--- src/rtl/datapath_seq_ctrl_if.sv ---
// Host <-> sequencer bundle: run request, abort, iteration count, and the
// sequencer's datapath strobes plus busy/done/iteration status.
interface datapath_seq_ctrl_if #(
  parameter int CNT_W = 4
);
  logic             start;
  logic             abort;
  logic [CNT_W-1:0] n_iter;
  logic             sel1;
  logic             sel2;
  logic             mux1;
  logic             acc_clr;
  logic             acc_en;
  logic             busy;
  logic             done;
  logic [CNT_W-1:0] iter_idx;

  modport master (
    output start, abort, n_iter,
    input  sel1, sel2, mux1, acc_clr, acc_en, busy, done, iter_idx
  );

  modport slave (
    input  start, abort, n_iter,
    output sel1, sel2, mux1, acc_clr, acc_en, busy, done, iter_idx
  );
endinterface

--- src/rtl/datapath_seq_ctrl.sv ---
// Multi-iteration sequencer for the two-operand select/mux datapath.
// Clears the accumulator, then repeats LD1/LD2/OP/ACC n_iter times and
// ends with a one-cycle done pulse. Abort returns to IDLE from any state.
module datapath_seq_ctrl #(
  parameter int CNT_W = 4
) (
  input  logic               clk,
  input  logic               rst_n,
  datapath_seq_ctrl_if.slave bus
);

  typedef enum logic [2:0] {
    S_IDLE = 3'd0,
    S_CLR  = 3'd1,
    S_LD1  = 3'd2,
    S_LD2  = 3'd3,
    S_OP   = 3'd4,
    S_ACC  = 3'd5,
    S_DONE = 3'd6
  } state_t;

  state_t           r_state;
  logic [CNT_W-1:0] r_n_lat;
  logic [CNT_W-1:0] r_cnt;
  logic             r_sel1;
  logic             r_sel2;
  logic             r_mux1;
  logic             r_acc_clr;
  logic             r_acc_en;
  logic             r_busy;
  logic             r_done;

  logic [CNT_W:0]   w_cnt_inc;
  logic             w_last;

  // One extra bit so n_lat = 2^CNT_W-1 compares without wrapping.
  assign w_cnt_inc = {1'b0, r_cnt} + {{CNT_W{1'b0}}, 1'b1};
  assign w_last    = (w_cnt_inc == {1'b0, r_n_lat});

  // Outputs are registered together with the state they belong to, so each
  // strobe is high exactly while the FSM sits in the matching state.
  always_ff @(posedge clk or negedge rst_n) begin
    if (!rst_n) begin
      r_state   <= S_IDLE;
      r_n_lat   <= '0;
      r_cnt     <= '0;
      r_sel1    <= 1'b0;
      r_sel2    <= 1'b0;
      r_mux1    <= 1'b0;
      r_acc_clr <= 1'b0;
      r_acc_en  <= 1'b0;
      r_busy    <= 1'b0;
      r_done    <= 1'b0;
    end else begin
      r_sel1    <= 1'b0;
      r_sel2    <= 1'b0;
      r_mux1    <= 1'b0;
      r_acc_clr <= 1'b0;
      r_acc_en  <= 1'b0;
      r_busy    <= 1'b0;
      r_done    <= 1'b0;
      if ((r_state != S_IDLE) && bus.abort) begin
        r_state <= S_IDLE;
      end else begin
        case (r_state)
          S_IDLE: begin
            if (bus.start) begin
              r_busy <= 1'b1;
              if (bus.n_iter != '0) begin
                r_state   <= S_CLR;
                r_n_lat   <= bus.n_iter;
                r_cnt     <= '0;
                r_acc_clr <= 1'b1;
              end else begin
                r_state <= S_DONE;
                r_done  <= 1'b1;
              end
            end
          end
          S_CLR: begin
            r_state <= S_LD1;
            r_sel1  <= 1'b1;
            r_busy  <= 1'b1;
          end
          S_LD1: begin
            r_state <= S_LD2;
            r_sel2  <= 1'b1;
            r_busy  <= 1'b1;
          end
          S_LD2: begin
            r_state <= S_OP;
            r_mux1  <= 1'b1;
            r_busy  <= 1'b1;
          end
          S_OP: begin
            r_state  <= S_ACC;
            r_acc_en <= 1'b1;
            r_busy   <= 1'b1;
          end
          S_ACC: begin
            r_busy <= 1'b1;
            if (w_last) begin
              r_state <= S_DONE;
              r_done  <= 1'b1;
            end else begin
              r_state <= S_LD1;
              r_cnt   <= w_cnt_inc[CNT_W-1:0];
              r_sel1  <= 1'b1;
            end
          end
          S_DONE:  r_state <= S_IDLE;
          default: r_state <= S_IDLE;
        endcase
      end
    end
  end

  assign bus.sel1     = r_sel1;
  assign bus.sel2     = r_sel2;
  assign bus.mux1     = r_mux1;
  assign bus.acc_clr  = r_acc_clr;
  assign bus.acc_en   = r_acc_en;
  assign bus.busy     = r_busy;
  assign bus.done     = r_done;
  assign bus.iter_idx = r_cnt;

endmodule

--- src/flat_wrapper.sv ---
// flat-port wrapper written by rule: the top's interface ports become plain ports
module datapath_seq_ctrl_flat 
#(
  parameter int CNT_W = 4
)
  (clk, rst_n, bus_start, bus_abort, bus_n_iter, bus_sel1, bus_sel2, bus_mux1, bus_acc_clr, bus_acc_en, bus_busy, bus_done, bus_iter_idx);
  datapath_seq_ctrl_if #(.CNT_W(CNT_W)) bus_i ();
  input  logic clk;
  input  logic rst_n;
  input wire logic [$bits(bus_i.start)-1:0] bus_start;
  input wire logic [$bits(bus_i.abort)-1:0] bus_abort;
  input wire logic [$bits(bus_i.n_iter)-1:0] bus_n_iter;
  output wire logic [$bits(bus_i.sel1)-1:0] bus_sel1;
  output wire logic [$bits(bus_i.sel2)-1:0] bus_sel2;
  output wire logic [$bits(bus_i.mux1)-1:0] bus_mux1;
  output wire logic [$bits(bus_i.acc_clr)-1:0] bus_acc_clr;
  output wire logic [$bits(bus_i.acc_en)-1:0] bus_acc_en;
  output wire logic [$bits(bus_i.busy)-1:0] bus_busy;
  output wire logic [$bits(bus_i.done)-1:0] bus_done;
  output wire logic [$bits(bus_i.iter_idx)-1:0] bus_iter_idx;
  assign bus_i.start = bus_start;
  assign bus_i.abort = bus_abort;
  assign bus_i.n_iter = bus_n_iter;
  assign bus_sel1 = bus_i.sel1;
  assign bus_sel2 = bus_i.sel2;
  assign bus_mux1 = bus_i.mux1;
  assign bus_acc_clr = bus_i.acc_clr;
  assign bus_acc_en = bus_i.acc_en;
  assign bus_busy = bus_i.busy;
  assign bus_done = bus_i.done;
  assign bus_iter_idx = bus_i.iter_idx;
  datapath_seq_ctrl #(.CNT_W(CNT_W)) u_core (.clk(clk), .rst_n(rst_n), .bus(bus_i));
endmodule
--- config.mk ---
export PLATFORM = sky130hd
export DESIGN_NAME = datapath_seq_ctrl_flat
export DESIGN_NICKNAME = d
export VERILOG_FILES = /design/src/rtl/datapath_seq_ctrl_if.sv /design/src/rtl/datapath_seq_ctrl.sv /design/src/flat_wrapper.sv
export SDC_FILE = /design/constraint.sdc
export NUM_CORES = 1
export LEC_CHECK = 0
export ABC_AREA = 1
export BUFFER_PORTS_ARGS = -buffer_cell sky130_fd_sc_hd__buf_2
export CORE_UTILIZATION = 52
export DETAILED_ROUTE_END_ITERATION = 10
export GPL_TIMING_DRIVEN = 0
export PLACE_DENSITY = 0.75
export RECOVER_POWER = 25
export SLEW_MARGIN = 20
export SYNTH_ARGS = -nofsm -noshare
export SYNTH_HDL_FRONTEND = slang
export SYNTH_SLANG_ARGS = --single-unit
--- constraint.sdc ---
create_clock -name clk -period 1.8 [get_ports clk]
set_input_delay 0.18 -clock clk [delete_from_list [all_inputs] [get_ports clk]]
set_output_delay 0.18 -clock clk [all_outputs]
set_load 0.05 [all_outputs]
==> flow_summary.yaml <==
synth:
  ys.flop_type: "dfrtp_1"
  yosysMostFrequentCell: "nand2_1"
  synth_top_area_share_pct: 47.2
  netlist_area_um2: 953
  ys_seq_elements: 18
  syn_inst: 119
  syn_nets: 128
  synth_edf_count: 0
  yosysWarningCount: 0
  yosysUniqueCellTypes: 20
  synth_top_area_cell: "dfrtp_1"
  synth.area.top_cells: "dfrtp_1 47%, nand2_1 9.4%, inv_1 7.5%"
  synth-seq-area-share_pct: 47.2
  synth.avg_cell_area_um2: 8.01
  synth.cells.most_frequent: "24 x nand2_1, 19 x inv_1, 18 x dfrtp_1"
  async_flop_share_pct: 100
cells_and_area:
  design_area_um2: 1120
  multi_input_area_um2: 420
  drive_gt1_share_pct: 25.4
  regArea_um2: 452
  final_nets: 152
  fillers: 169
  area_delta_synth_final_pct: 17.6
  antenna_cells: 0
power:
  combPwrFrac_pct: 46.9
  switching_share_pct: 45.8
  p_clk_share_pct: 16.0
  power.leakage_uw: 0.000620
  intPower_uw: 854
  switchingPower_uw: 723
  worst_ir_drop_vdd_mv: 0.947
  powerDensity_nw_per_um2: 1410
  power_frac_seq_pct: 37.1
worst_setup_path:
  path_max_fanout: 9
  worstSetupPathType: "flop to flop"
  cp.required_ps: 2020
  worstReg2RegStart: "u_core.bus.iter_idx[0]$_DFFE_PN0P_"
  end_kind: "flop"
  r2r_cells: 6
  startpoint_type: "flop"
  r2r_end: "u_core.r_state[2]$_DFFE_PN0P_"
  regToRegSetupSlack_ps: 180
  cp.arrival_ps: 1830
global_routing:
  track_usage_pct: 20.6
  grt_pass1_wl_um: 3010
  grt_start_max_net_pins: 19
  grt_pass1_vias: 726
  antenna_found_initial: 0
  grt_overflow: 0
hold_path:
  hp-start: "bus_abort"
  hold_path_end: "u_core.bus.acc_en$_DFF_PN0_"
  whs_path_depth: 2
  hp-class: "primary input to flop"
sta:
  slew_headroom_pct: 37.6
  final-setup-viol-count: 0
  period_share_pct: 89.8
  fmax_ghz: 0.619
  skew_ps: 4.59
  final.min_clock_period_ps: 1620
  rsz0062_at_grt: "no"
  hold_violations: 0
  finalMaxSlewViolations: 0
  worst_pin_slew_ps: 936
  tns_ps: 0
die:
  rows: 15
  io_pins: 19
  die_h_um: 44.8
  fp.dieW_um: 44.8
  dieArea_um2: 2010
  start_util_pct: 55.2
  core_um2: 1730
route:
  drt_iter0_drc: 18
  routed_wl_um: 1710
  viasPerCell: 4.98
  wl_per_cell_um: 10.2
  num_vias: 832
  drc_errors: 0
  dr.pass1.iters: 4
  ant_nets: 0
run_status:
  status: "completed"
clock_network:
  cts_setup_buffers: 0
  htreeDepth: 1
  cts_tree: "done"
  clock_latency_ps: 300
  cts_sinks: 18
  numCtsBuffers: 3
  root_buffer: "clkbuf_4"
  clkTransAtPathRegs_ps: 110
  cts.path.max_buffers: 2
placed_design:
  gp_congestion: 0.806
  port_buffers: 18
  postPlaceCellArea_um2: 1070
  hpwl_um: 1340
run:
  drv_cap: 0
==> how the worst max path moves through the flow <==
stage	startpoint	to	slack (ps)	cells after the start
after floorplan	u_core.bus.iter_idx[0]$_DFFE_PN0P_	u_core.bus.iter_idx[0]$_DFFE_PN0P_	10	8
after global placement	u_core.bus.iter_idx[0]$_DFFE_PN0P_	u_core.bus.iter_idx[3]$_DFFE_PN0P_	220	7
after detailed placement	u_core.bus.iter_idx[0]$_DFFE_PN0P_	u_core.bus.iter_idx[0]$_DFFE_PN0P_	190	8
after CTS	u_core.bus.iter_idx[0]$_DFFE_PN0P_	u_core.bus.iter_idx[2]$_DFFE_PN0P_	160	8
after global routing	u_core.bus.iter_idx[1]$_DFFE_PN0P_	u_core.bus.iter_idx[2]$_DFFE_PN0P_	60	11
final	u_core.bus.iter_idx[0]$_DFFE_PN0P_	u_core.r_state[2]$_DFFE_PN0P_	180	6
==> per-stage QoR <==
step,util [%],total power [µW],hold slack (ps),cells,worst slack [ps]
2_1_floorplan,-,1190,-116,119,9.70
3_3_place_gp,62.2,1310,127,162,220
3_5_place_dp,62.2,1330,128,162,187
4_1_cts,64.9,1580,96.6,167,156
5_1_grt,64.9,1690,105,167,64.8
6_report,64.9,1580,98.2,167,184
==> state kept, by name (all words and copies together) (netlist names) <==
name                 count
u_core.bus.iter_idx      4
u_core.r_n_lat           4
u_core.r_state           3
u_core.bus.acc_clr       1
u_core.bus.acc_en        1
u_core.bus.busy          1
u_core.bus.done          1
u_core.bus.mux1          1
u_core.bus.sel1          1
u_core.bus.sel2          1
==> power by group through the flow <==
stage               Combinational (µW)  Sequential [µW]  Clock, µW
detailed placement                 739              592          0
finish                             739              585        252
global placement                   721              587          0
floorplan                          487              702          0
global route                       821              600        269
CTS                                743              584        254
==> kinds of logic after synthesis <==
kind of cell    share of synthesized area [%]
buf+inv                                  8.66
simple gates                             34.8
flops                                    47.2
xor+xnor                                0.919
fa+ha+maj                                1.31
compound gates                           7.09
==> worst max-delay path, stage by stage (launching register included) <==
cell	delay, ps
dfrtp_2	480
ha_1	340
xnor2_1	150
nand3_1	120
nor2_4	130
nand3_4	130
a21oi_1	170
==> per-layer routing <==
metal | track usage [%] | vias up | part of all wire, %
met2 | 34.1 | 22 | 45
met4 | 9.09 | 0 | 1.8
met1 | 26.3 | 380 | 49
li1 | - | 426 | -
met3 | 3.60 | 4 | 3.7
met5 | 0 | - | 0
==> cell type report <==
class                      instances  share of cell area [%]
multi-input combinational         79                    37.5
inverter                          22                    7.37
sequential                        18                    40.3
timing repair buffer              19                    8.82
clock buffer                       4                    3.24
tap                               25                    2.79
==> what timing repair did <==
item | in CTS | in global routing
endpoints found under the hold margin | 18 | 0
hold buffers | 1 | 0
setup endpoints to repair | 0 | 2
gates resized for setup | 0 | 1
==> layout by cell type, fill, tap and decap left out <==
| master | n |
|---|---|
| a21oi_1 | 4 |
| buf_2 | 17 |
| clkbuf_1 | 1 |
| clkbuf_4 | 3 |
| clkbuf_8 | 1 |
| dfrtp_1 | 17 |
| dfrtp_2 | 1 |
| dlygate4sd3_1 | 1 |
| ha_1 | 1 |
| inv_1 | 19 |
| inv_2 | 3 |
| nand2_1 | 24 |
| nand2_2 | 3 |
| nand2_4 | 1 |
| nand3_1 | 14 |
| nand3_4 | 1 |
| nand4_1 | 3 |
| nor2_1 | 12 |
| nor2_2 | 2 |
| nor2_4 | 1 |
| nor2_8 | 1 |
| nor3_1 | 2 |
| o21ai_0 | 6 |
| o21ai_2 | 2 |
| or2_1 | 1 |
| xnor2_1 | 1 |
No activity file was read; power rests on OpenSTA's default activity.
